File: src/rtl/serial_adder.sv
// Bit-serial add/subtract unit: one registered full-adder cell stepped LSB
// first over WIDTH clocks, with valid/ready handshakes on both sides.
module serial_adder #(
  parameter int WIDTH = 8
) (
  input  logic             clk,
  input  logic             rst,
  input  logic             i_valid,
  output logic             o_ready,
  input  logic [WIDTH-1:0] i_a,
  input  logic [WIDTH-1:0] i_b,
  input  logic             i_sub,
  output logic             o_valid,
  input  logic             i_ready,
  output logic [WIDTH-1:0] o_sum,
  output logic             o_carry,
  output logic             o_overflow
);

  localparam int CNT_W = $clog2(WIDTH);
  localparam logic [CNT_W-1:0] LAST_BIT = CNT_W'(WIDTH - 1);

  typedef enum logic [1:0] {
    IDLE = 2'd0,
    RUN  = 2'd1,
    DONE = 2'd2
  } state_t;

  state_t           state_reg;
  state_t           state_next;
  logic [CNT_W-1:0] cnt_reg;
  logic [WIDTH-1:0] a_sh_reg;
  logic [WIDTH-1:0] b_sh_reg;
  // Only WIDTH-1 partial bits are stored; the final bit is merged straight
  // into o_sum on the last step.
  logic [WIDTH-2:0] sum_sh_reg;
  logic             carry_reg;

  logic             accept;
  logic             last_step;
  logic             step_sum;
  logic             step_carry;
  logic [WIDTH-1:0] sum_shifted;

  // Handshake flags decode straight from the registered state.
  assign o_ready = (state_reg == IDLE);
  assign o_valid = (state_reg == DONE);

  assign accept    = i_valid && o_ready;
  assign last_step = (state_reg == RUN) && (cnt_reg == LAST_BIT);

  // The single full-adder cell working on the current LSBs.
  assign step_sum    = a_sh_reg[0] ^ b_sh_reg[0] ^ carry_reg;
  assign step_carry  = (a_sh_reg[0] & b_sh_reg[0]) |
                       (a_sh_reg[0] & carry_reg)   |
                       (b_sh_reg[0] & carry_reg);
  assign sum_shifted = {step_sum, sum_sh_reg};

  // State register.
  always_ff @(posedge clk) begin
    if (rst) begin
      state_reg <= IDLE;
    end else begin
      state_reg <= state_next;
    end
  end

  // Next-state logic: IDLE -> RUN on accept, RUN -> DONE after the MSB,
  // DONE -> IDLE once downstream takes the result.
  always_comb begin
    state_next = state_reg;
    case (state_reg)
      IDLE:    if (accept)    state_next = RUN;
      RUN:     if (last_step) state_next = DONE;
      DONE:    if (i_ready)   state_next = IDLE;
      default: state_next = IDLE;
    endcase
  end

  // Operand shifters, partial sum, carry and bit counter.
  always_ff @(posedge clk) begin
    if (rst) begin
      cnt_reg    <= '0;
      carry_reg  <= 1'b0;
      a_sh_reg   <= '0;
      b_sh_reg   <= '0;
      sum_sh_reg <= '0;
    end else if (accept) begin
      // Subtraction is A + ~B + 1: invert B and seed the carry with 1.
      a_sh_reg  <= i_a;
      b_sh_reg  <= i_sub ? ~i_b : i_b;
      carry_reg <= i_sub;
      cnt_reg   <= '0;
    end else if (state_reg == RUN) begin
      a_sh_reg   <= {1'b0, a_sh_reg[WIDTH-1:1]};
      b_sh_reg   <= {1'b0, b_sh_reg[WIDTH-1:1]};
      sum_sh_reg <= sum_shifted[WIDTH-1:1];
      carry_reg  <= step_carry;
      if (!last_step) begin
        cnt_reg <= cnt_reg + 1'b1;
      end
    end
  end

  // Result registers load only on entry to DONE, so they hold the last
  // result through IDLE and RUN.
  always_ff @(posedge clk) begin
    if (rst) begin
      o_sum      <= '0;
      o_carry    <= 1'b0;
      o_overflow <= 1'b0;
    end else if (last_step) begin
      o_sum      <= sum_shifted;
      o_carry    <= step_carry;
      o_overflow <= carry_reg ^ step_carry;
    end
  end

endmodule
File: config.mk
export PLATFORM = sky130hd
export DESIGN_NAME = serial_adder
export DESIGN_NICKNAME = d
export VERILOG_FILES = /design/src/rtl/serial_adder.sv
export SDC_FILE = /design/constraint.sdc
export NUM_CORES = 1
export LEC_CHECK = 0
export ABC_CLOCK_PERIOD_IN_PS = 1980
export CORE_ASPECT_RATIO = 1.1
export CORE_MARGIN = 1
export CORE_UTILIZATION = 40
export CTS_BUF_LIST = sky130_fd_sc_hd__clkbuf_2 sky130_fd_sc_hd__clkbuf_4 sky130_fd_sc_hd__clkbuf_8
export DETAILED_ROUTE_END_ITERATION = 10
export PLACE_DENSITY = 0.75
export SLEW_MARGIN = 5
export SYNTH_ARGS = -nofsm -noshare
export SYNTH_HDL_FRONTEND = slang
export SYNTH_SLANG_ARGS = --single-unit
File: constraint.sdc
create_clock -name clk -period 1.98 [get_ports clk]
set_clock_uncertainty 0.1 [all_clocks]
set_input_delay 0.594 -clock clk [delete_from_list [all_inputs] [get_ports clk]]
set_output_delay 0.594 -clock clk [all_outputs]
set_load 0.05 [all_outputs]
==> metrics.md, run 1 <==
| Metric | Value |
|---|---|
| Final max-slew violation count | 0 |
| Global-route wire length before repair | 5.89 mm |
| Final Cell Area | 0.00220 mm^2 |
| Syn Inst Count | 191 |
| Most used DFF post-synth | dfxtp_1 |
| Lkg Pwr | 0.824 nW |
| Final hold violation count | 0 |
| Dpl cell area | 0.00209 mm^2 |
| Num rows | 24 |
| GRT Total Usage | 17.1% |
| Total power | 1.66 mW |
| FF/Latch Area | 781 um^2 |
| Reg clk slew, reported paths | 0.07 ns |
| Place WS | -0.0281 ns |
| Largest stage delay on the critical path | 0.38 ns |
| TritonCTS clock tree | built |
| Vias in the first global route | 1352 |
| Die area | 0.00444 mm^2 |
| Initial antenna violation count | 0 |
| # fillers | 392 |
| Top-count cell post-synth | dfxtp_1 |
| Count of cell types in the netlist | 33 |
| CTS Buf Count | 5 |
| Rel. slew slack | 67.2% |
| Worst reg-to-reg setup slack | 0.33 ns |
| Setup crit end | o_ready |
| Critical-path top delay cell | dfxtp_1 |
| RSZ-0062 raised after global routing | false |
| Setup TNS | 0 ns |
| Sequential share of the synthesized area | 46.7% |
| CP required | 1.29 ns |
| Final setup viols | 0 |
| Iteration-0 DRC Markers | 48 |
| Crit path DAT | 1.19 ns |
| # diodes | 0 |
| Synth warn | 0 |
| Initial Util | 41.8% |
| CP max FO | 7 |
| IO Count | 33 |
| Via/cell ratio | 5.13 |
| Synth area leader | dfxtp_1 |
| Via Count | 1451 |
| Root Driver | clkbuf_8 |
| Die Wd | 63.6 um |
| Avg Cell Area, Syn | 8.75 um^2 |
| Area share of the largest cell type after synthesis | 46.7% |
| Routed length per instance | 11.9 um |
| Multi-input gate area | 810 um^2 |
| Fin util | 55.0% |
| Syn Nets | 215 |
| Achievable frequency | 532 MHz |
| Pin count of the biggest net entering global routing | 22 |
| RD Place Congestion | 0.828 |
| Synth cell count leaders | dfxtp_1 (39), nand2_1 (35), a21oi_1 (23), o22ai_1 (13), nor2_1 (11) |
| Critical path class | reg2out |
| Async SR Flop Fraction | 0% |
| CTS hold repair buffers | 0 |
| Postcts setup bufs | 0 |
| Routed WL | 3.38 mm |
| R2r worst-path depth | 5 |
| Worst R2R End | o_overflow$_SDFFE_PP0P_ |
| Post-route ant nets | 0 |
| Synth top area cells | dfxtp_1 (47%), nand2_1 (7.9%), a21oi_1 (6.9%), o22ai_1 (4.9%), xnor2_1 (4.7%) |
| CP startpoint kind | register |
| Placed insts | 275 |
| Port buffer count | 32 |
| Status | finished, final reports clean |
| VDD IR max | 0.365 mV |
| CTS Buffer Depth | 2 |
| Tmin final | 1.88 ns |
| H-tree depth | 2 |
| # resized after CTS | 0 |
| Critical Path Source | state_reg[0]$_SDFFE_PP0P_ |
| Final Net Count | 254 |
| WHS | 0.355 ns |
| Period utilization | 94.9% |
| #FFs+latches synth | 39 |
| Mapped cell area | 0.00167 mm^2 |
| Crit Reg-Reg Startpoint | cnt_reg[0]$_SDFFE_PP0P_ |
| Placeable core area | 0.00399 mm^2 |
| Sink Count | 39 |
| Worst-Margin Slew | 0.492 ns |
| PD cells | 756 mW/mm^2 |
| Final worst slack | 0.100 ns |
| Die height | 69.8 um |
| Residual DRC | 0 |
| Worst setup EP type | primary output |
| Post-synth EDFFs | 0 |
| First-pass iteration count of the detailed router | 5 |
| Worst-path cell chain | nor2_1, buf_12 |
| Final HPWL DP | 2.46 mm |
| Max Cap Viol | 0 |
| Final Non-Filler Cells | 283 |
| Layout cell share with drive strength beyond 1 | 15.6% |
| Worst hold path class | reg2reg |
| Area growth syn-to-layout | 31.5% |
| Total grt overflow | 0 |
| Worst-Skew Late Latency | 0.29 ns |
-- how the worst min path moves through the flow --
stage | slack, ns | to | cells past startpoint | start
4_1_cts | 0.36 | o_sum[3]$_SDFFE_PP0P_ | 2 | o_sum[3]$_SDFFE_PP0P_
5_1_grt | 0.38 | o_sum[4]$_SDFFE_PP0P_ | 2 | o_sum[4]$_SDFFE_PP0P_
3_3_place_gp | 0.34 | o_sum[5]$_SDFFE_PP0P_ | 2 | o_sum[5]$_SDFFE_PP0P_
2_1_floorplan | 0.33 | o_sum[0]$_SDFFE_PP0P_ | 2 | sum_sh_reg[0]$_SDFFE_PP0P_
6_report | 0.35 | o_sum[4]$_SDFFE_PP0P_ | 2 | o_sum[4]$_SDFFE_PP0P_
3_5_place_dp | 0.35 | o_sum[3]$_SDFFE_PP0P_ | 2 | o_sum[3]$_SDFFE_PP0P_
-- worst max-delay path, delay by kind of cell, from the launching register on --
| kind | cells | cell delay (ns) |
|---|---|---|
| DFF | 1 | 0.38 |
| and+or+nand+nor | 1 | 0.33 |
| buffers and inverters | 1 | 0.19 |
-- cell families after synthesis --
| logic type | share of synthesized area (%) |
|---|---|
| xor+xnor | 5.24 |
| compound gates | 24.9 |
| simple gates | 15.6 |
| fa+ha+maj | 2.70 |
| flops | 46.7 |
| buf+inv | 4.79 |
-- cell usage in the layout (no fill, tap or decap) --
cell / instances
a21oi_1: 23
o221a_2: 1
nand2_1: 35
o21ai_0: 3
o22ai_1: 13
a21o_1: 1
and3b_1: 1
buf_4: 20
xor2_1: 1
a22o_1: 1
inv_1: 7
fa_1: 1
o21ba_2: 1
a22oi_1: 7
a211oi_1: 5
o21bai_2: 1
and2b_1: 1
clkdlybuf4s50_1: 20
a2bb2oi_1: 1
clkbuf_4: 1
nand3b_1: 3
nand3_1: 1
a2111oi_2: 1
nor2_1: 11
dfxtp_1: 39
nor3b_2: 1
o221ai_1: 2
nand2b_1: 4
clkbuf_8: 7
buf_12: 3
nor2b_1: 1
o31ai_1: 1
a221oi_1: 2
ha_1: 2
xnor2_1: 9
-- metal layers --
| metal | GRT usage, % | routed length (um) | vias up |
|---|---|---|---|
| li1 | - | - | 745 |
| met1 | 19.5 | 1460 | 662 |
| met2 | 28.8 | 1720 | 39 |
| met3 | 5.92 | 166 | 5 |
| met4 | 6.82 | 35 | 0 |
| met5 | 0 | 0 | - |
-- power by group --
part	leakage (nW)	switching [mW]	total (mW)	internal, mW
combinational	0.451	0.100	0.218	0.118
clock	0.0549	0.266	0.598	0.331
sequential	0.318	0.0254	0.844	0.819
-- layout make-up --
type | count | share of cell area, %
multi-input combinational | 134 | 36.9
sequential | 39 | 35.6
timing repair buffer | 43 | 18.7
clock buffer | 8 | 4.73
tap | 52 | 2.96
inverter | 7 | 1.20
Power figures use the tool's default switching activity.
==> inputs of run 2 (changes only) <==
--- a/config.mk
+++ b/config.mk
@@ -5,7 +5,7 @@
 export SDC_FILE = /design/constraint.sdc
 export NUM_CORES = 1
 export LEC_CHECK = 0
-export ABC_CLOCK_PERIOD_IN_PS = 1980
+export ABC_CLOCK_PERIOD_IN_PS = 2080
 export CORE_ASPECT_RATIO = 1.1
 export CORE_MARGIN = 1
 export CORE_UTILIZATION = 40
==> constraint.sdc (replaced) <==
create_clock -name clk -period 2.08 [get_ports clk]
set_clock_uncertainty 0.1 [all_clocks]
set_input_delay 0.624 -clock clk [delete_from_list [all_inputs] [get_ports clk]]
set_output_delay 0.624 -clock clk [all_outputs]
set_load 0.05 [all_outputs]
==> run 2 against run 1 <==
  * Count of clock-buffer cells in the layout fell by 3
  * Worst setup slack lost 0.047 ns
  * Global-route usage shrank 0.63 points
  * Sequential power fell by 5.0%
  * Flip-flop and latch count is the same
  * Register-to-register slack better by 0.13 ns
  * Final area down 1.3%
  * Combinational power fell by 6%
  * Sequential share of layout area up 0.45 points
  * Final cell count fell by 0.35%
  * Routed wire length decreased by 5.0%
==> metrics.md, run 2 (synthesized netlist as in run 1, its figures left out) <==
| Metric | Value |
|---|---|
| Final HPWL DP | 2.32 mm (was 2.46 mm) |
| Routed WL | 3.21 mm (was 3.38 mm) |
| Worst R2R End | o_overflow$_SDFFE_PP0P_ (unchanged) |
| CTS hold repair buffers | 0 (unchanged) |
| # fillers | 389 (was 392) |
| Die area | 0.00444 mm^2 (unchanged) |
| CP max FO | 13 (was 7) |
| Rel. slew slack | 68.4% (was 67.2%) |
| Reg clk slew, reported paths | 0.07 ns (about the same) |
| CTS Buf Count | 5 (unchanged) |
| Postcts setup bufs | 0 (unchanged) |
| Place WS | 0.0483 ns (was -0.0281 ns) |
| Global-route wire length before repair | 5.65 mm (was 5.89 mm) |
| WP buf/inv | 2 (was 1) |
| First-pass iteration count of the detailed router | 4 (was 5) |
| Pin count of the biggest net entering global routing | 38 (was 22) |
| Max Cap Viol | 0 (unchanged) |
| Worst-Margin Slew | 0.474 ns (was 0.492 ns) |
| CP startpoint kind | register (unchanged) |
| Final worst slack | 0.0532 ns (was 0.100 ns) |
| Most common cell after layout, fill and taps aside | dfxtp_1 (unchanged) |
| Initial Util | 41.8% (unchanged) |
| Stages on worst setup path | 3 (was 2) |
| Root Driver | clkbuf_8 (unchanged) |
| Crit path DAT | 1.30 ns (was 1.19 ns) |
| VDD IR max | 0.350 mV (was 0.365 mV) |
| Routed length per instance | 11.4 um (was 11.9 um) |
| Area growth syn-to-layout | 29.8% (was 31.5%) |
| IO Count | 33 (unchanged) |
| Num rows | 24 (unchanged) |
| CP required | 1.36 ns (was 1.29 ns) |
| Setup crit end | o_ready (unchanged) |
| Worst-Skew Late Latency | 0.29 ns (about the same) |
| Total grt overflow | 0 (unchanged) |
| TritonCTS clock tree | built (unchanged) |
| Largest stage delay on the critical path | 0.35 ns (was 0.38 ns) |
| Fin util | 54.3% (was 55.0%) |
| H-tree depth | 2 (unchanged) |
| Layout cell share with drive strength beyond 1 | 15.2% (was 15.6%) |
| # resized after CTS | 0 (unchanged) |
| Achievable frequency | 493 MHz |
| Placeable core area | 0.00399 mm^2 (unchanged) |
| GRT Total Usage | 16.5% (was 17.1%) |
| Port buffer count | 32 (unchanged) |
| Post-route ant nets | 0 (unchanged) |
| Die Wd | 63.6 um (unchanged) |
| Commonest non-fill, non-tap cells in the layout | dfxtp_1 (39), nand2_1 (35), a21oi_1 (23), clkdlybuf4s50_1 (20), buf_4 (19) (was dfxtp_1 (39), nand2_1 (35), a21oi_1 (23), clkdlybuf4s50_1 (20), buf_4 (20)) |
| Residual DRC | 0 (unchanged) |
| Lkg Pwr | 0.812 nW (was 0.824 nW) |
| Final Net Count | 253 (was 254) |
| Sink Count | 39 (unchanged) |
| Worst reg-to-reg setup slack | 0.46 ns (was 0.33 ns) |
| Setup TNS | 0 ns (unchanged) |
| # diodes | 0 (unchanged) |
| Worst-path cell chain | buf_4, nor2_1, buf_12 (was nor2_1, buf_12) |
| Tmin final | 2.03 ns |
| Worst hold path class | reg2reg (unchanged) |
| Via/cell ratio | 5.10 (was 5.13) |
| PD cells | 690 mW/mm^2 (was 756 mW/mm^2) |
| Worst setup EP type | primary output (unchanged) |
| Initial antenna violation count | 0 (unchanged) |
| R2r worst-path depth | 5 (unchanged) |
| RSZ-0062 raised after global routing | false (unchanged) |
| Status | finished, final reports clean (unchanged) |
| RD Place Congestion | 0.793 (was 0.828) |
| Critical path class | reg2out (unchanged) |
| Period utilization | 97.4% |
| Iteration-0 DRC Markers | 78 (was 48) |
| WHS | 0.355 ns (about the same) |
| Die height | 69.8 um (unchanged) |
| Critical-path top delay cell | dfxtp_1 (unchanged) |
| Final max-slew violation count | 0 (unchanged) |
| Vias in the first global route | 1358 (was 1352) |
| Crit path max-delay family | buffers and inverters (was flip-flops) |
| CTS Buffer Depth | 2 (unchanged) |
| Critical Path Source | state_reg[1]$_SDFFE_PP0P_ (was state_reg[0]$_SDFFE_PP0P_) |
| Crit Reg-Reg Startpoint | cnt_reg[0]$_SDFFE_PP0P_ (unchanged) |
| Final hold violation count | 0 (unchanged) |
| Via Count | 1439 (was 1451) |
| Final setup viols | 0 (unchanged) |
## run 2: area by class of cell
cell class / instances / area (um^2) / share of cell area (%)
flip-flops and latches: 39 / 781 / 36.0
clock buffers: 5 / 68.8 / 3.17
multi-input cells: 134 / 810 / 37.3
clock inverters: 3 / 15.0 / 0.692
repair buffers: 42 / 403 / 18.6
inverters: 7 / 26.3 / 1.21
well taps: 52 / 65.1 / 3.00
## run 2: power breakdown
part	switching [mW]	internal [mW]	leakage, nW	total [mW]
Clock	0.261	0.229	0.0477	0.490
Combinational	0.0937	0.111	0.446	0.205
Sequential	0.0228	0.779	0.318	0.802
## run 2: how the worst min path moves through the flow
stage	from	end	cells past startpoint
6_report	o_sum[5]$_SDFFE_PP0P_	o_sum[5]$_SDFFE_PP0P_	2
5_1_grt	sum_sh_reg[0]$_SDFFE_PP0P_	sum_sh_reg[0]$_SDFFE_PP0P_	2
4_1_cts	o_sum[6]$_SDFFE_PP0P_	o_sum[6]$_SDFFE_PP0P_	2
3_5_place_dp	o_sum[6]$_SDFFE_PP0P_	o_sum[6]$_SDFFE_PP0P_	2
3_3_place_gp	o_sum[3]$_SDFFE_PP0P_	o_sum[3]$_SDFFE_PP0P_	2
2_1_floorplan	sum_sh_reg[0]$_SDFFE_PP0P_	o_sum[0]$_SDFFE_PP0P_	2
## run 2: stage by stage
step | std cells | total power [mW] | instance area (um^2)
2_1_floorplan | 191 | 0.941 | 1670
3_3_place_gp | 274 | 1.02 | 2080
3_5_place_dp | 274 | 1.02 | 2080
4_1_cts | 282 | 1.52 | 2170
5_1_grt | 282 | 1.56 | 2170
6_report | 282 | 1.50 | 2170
## run 2: per-layer routing
layer  track usage, %  vias up  wire length [um]
li1                 -      746                 -
met5                0        -                 0
met4             7.58        0                57
met2             29.1       32              1610
met3             5.76        7               147
met1             17.2      654              1390
## run 2: worst register-to-register path: cells and delay by family, from the launching register on
family	cells	cell delay, ns
AOI/OAI and AO/OA	1	0.19
DFF	1	0.35
adders and majority gates	2	0.42
and+or+nand+nor	2	0.48
==> inputs of run 3 (changes only) <==
--- a/config.mk
+++ b/config.mk
@@ -12,6 +12,7 @@
 export CTS_BUF_LIST = sky130_fd_sc_hd__clkbuf_2 sky130_fd_sc_hd__clkbuf_4 sky130_fd_sc_hd__clkbuf_8
 export DETAILED_ROUTE_END_ITERATION = 10
 export PLACE_DENSITY = 0.75
+export RECOVER_POWER = 25
 export SLEW_MARGIN = 5
 export SYNTH_ARGS = -nofsm -noshare
 export SYNTH_HDL_FRONTEND = slang
==> run 3 against run 2 <==
  * Clock power barely moved
  * First-iteration DRC count fell by 10%
  * Global-route usage did not move
  * Sequential power barely moved
  * Register-to-register slack got worse by 0.23 ns
  * Routed wire length rose by 0.56%
  * Sequential share of layout area rose by 0.57 points
  * Via count fell by 0.28%
  * Fmax barely moved
  * Critical path depth did not move
  * Largest cell class unchanged
==> metrics.md, run 3 (synthesized netlist as in run 1, its figures left out) <==
| Metric | Value |
|---|---|
| CP max FO | 13 (unchanged) |
| Residual DRC | 0 (unchanged) |
| Total power | 1.49 mW (was 1.50 mW) |
| Total grt overflow | 0 (unchanged) |
| Worst-path cell chain | buf_4, nor2_1, buf_12 (unchanged) |
| # fillers | 395 (was 389) |
| Initial Util | 41.8% (unchanged) |
| Final max-slew violation count | 0 (unchanged) |
| Final Cell Area | 0.00213 mm^2 (was 0.00217 mm^2) |
| CTS Buf Count | 5 (unchanged) |
| Multi-input gate area | 810 um^2 (unchanged) |
| Global-route wire length before repair | 5.65 mm (unchanged) |
| RSZ-0062 raised after global routing | false (unchanged) |
| Achievable frequency | 494 MHz (was 493 MHz) |
| Num rows | 24 (unchanged) |
| Setup TNS | 0 ns (unchanged) |
| Iteration-0 DRC Markers | 70 (was 78) |
| Final hold violation count | 0 (unchanged) |
| First-pass iteration count of the detailed router | 4 (unchanged) |
| CTS hold repair buffers | 0 (unchanged) |
| Commonest non-fill, non-tap cells in the layout | dfxtp_1 (39), nand2_1 (35), a21oi_1 (23), clkdlybuf4s50_1 (19), o22ai_1 (13) (was dfxtp_1 (39), nand2_1 (35), a21oi_1 (23), clkdlybuf4s50_1 (20), buf_4 (19)) |
| Routed WL | 3.23 mm (was 3.21 mm) |
| Via/cell ratio | 5.09 (was 5.10) |
| TritonCTS clock tree | built (unchanged) |
| Lkg Pwr | 0.774 nW (was 0.812 nW) |
| Reg clk slew, reported paths | 0.07 ns (about the same) |
| H-tree depth | 2 (unchanged) |
| Post-route ant nets | 0 (unchanged) |
| Largest stage delay on the critical path | 0.35 ns (about the same) |
| WP buf/inv | 2 (unchanged) |
| CP startpoint kind | register (unchanged) |
| Area growth syn-to-layout | 27.8% (was 29.8%) |
| WHS | 0.355 ns (about the same) |
| Die area | 0.00444 mm^2 (unchanged) |
| Port buffer count | 32 (unchanged) |
| Critical path class | reg2out (unchanged) |
| Critical-path top delay cell | dfxtp_1 (unchanged) |
| Most common cell after layout, fill and taps aside | dfxtp_1 (unchanged) |
| Max Cap Viol | 0 (unchanged) |
| Tmin final | 2.03 ns (about the same) |
| Status | finished, final reports clean (unchanged) |
| Via Count | 1435 (was 1439) |
| Vias in the first global route | 1358 (unchanged) |
| Rel. slew slack | 60.7% (was 68.4%) |
| # resized after CTS | 0 (unchanged) |
| Worst-Margin Slew | 0.592 ns (was 0.474 ns) |
| Routed length per instance | 11.4 um (about the same) |
| Period utilization | 97.4% (about the same) |
| Crit path max-delay family | buffers and inverters (unchanged) |
| Sink Count | 39 (unchanged) |
| FF/Latch Area | 781 um^2 (unchanged) |
| Postcts setup bufs | 0 (unchanged) |
| Crit path DAT | 1.30 ns (about the same) |
| Pin count of the biggest net entering global routing | 38 (unchanged) |
| Worst hold path class | reg2reg (unchanged) |
| CP required | 1.36 ns (about the same) |
| Die height | 69.8 um (unchanged) |
| GRT Total Usage | 16.5% (unchanged) |
| Initial antenna violation count | 0 (unchanged) |
| Layout cell share with drive strength beyond 1 | 11.3% (was 15.2%) |
| IO Count | 33 (unchanged) |
| Final HPWL DP | 2.32 mm (unchanged) |
| RD Place Congestion | 0.793 (unchanged) |
| VDD IR max | 0.348 mV (was 0.350 mV) |
| Final Net Count | 253 (unchanged) |
| Root Driver | clkbuf_8 (unchanged) |
| Place WS | 0.0483 ns (unchanged) |
| Worst-Skew Late Latency | 0.29 ns (about the same) |
| Placeable core area | 0.00399 mm^2 (unchanged) |
| Die Wd | 63.6 um (unchanged) |
| Final setup viols | 0 (unchanged) |
| Dpl cell area | 0.00208 mm^2 (unchanged) |
| Worst reg-to-reg setup slack | 0.23 ns (was 0.46 ns) |
| Final worst slack | 0.0540 ns (was 0.0532 ns) |
| # diodes | 0 (unchanged) |
| PD cells | 700 mW/mm^2 (was 690 mW/mm^2) |
| CTS Buffer Depth | 2 (unchanged) |
| Worst setup EP type | primary output (unchanged) |
run 3: path summary, 6_finish.rpt:
| check | startpoint | end | depth (start not counted) |
|---|---|---|---|
| min reg2reg | o_sum[5]$_SDFFE_PP0P_ | o_sum[5]$_SDFFE_PP0P_ | 2 |
| min | o_sum[5]$_SDFFE_PP0P_ | o_sum[5]$_SDFFE_PP0P_ | 2 |
| max reg2reg | state_reg[0]$_SDFFE_PP0P_ | b_sh_reg[5]$_SDFFE_PP0P_ | 4 |
| max | state_reg[1]$_SDFFE_PP0P_ | o_ready | 3 |
run 3: power by group:
| group | internal (mW) | leakage (nW) | switching [mW] |
|---|---|---|---|
| registers | 0.779 | 0.318 | 0.0228 |
| logic | 0.109 | 0.408 | 0.0936 |
| clock network | 0.229 | 0.0477 | 0.260 |
| total | 1.12 | 0.774 | 0.376 |
run 3: metrics by stage:
step	instances	utilization, %
2_1_floorplan	191	-
5_1_grt	282	53.4
6_report	282	53.4
3_3_place_gp	274	52.2
3_5_place_dp	274	52.2
4_1_cts	282	54.3
run 3: final cells by class:
class                           count  share of cell area (%)
Timing Repair Buffer               42                    17.3
Clock inverter                      3                   0.703
Clock buffer                        5                    3.22
Tap cell                           52                    3.05
Inverter                            7                    1.23
Multi-Input combinational cell    134                    37.9
Sequential cell                    39                    36.6
run 3: worst reg2reg max path: stages, from the launching register on:
cell and delay (ns):
dfxtp_1 0.41, clkbuf_1 0.43, and2b_1 0.50, a22oi_1 0.17, o22ai_1 0.16
run 3: layer usage:
| metal | vias up | part of all wire (%) | track usage [%] |
|---|---|---|---|
| met4 | 0 | 1.8 | 7.58 |
| met1 | 653 | 43 | 17.2 |
| li1 | 746 | - | - |
| met2 | 29 | 50 | 29.1 |
| met3 | 7 | 4.6 | 5.76 |
| met5 | - | 0 | 0 |
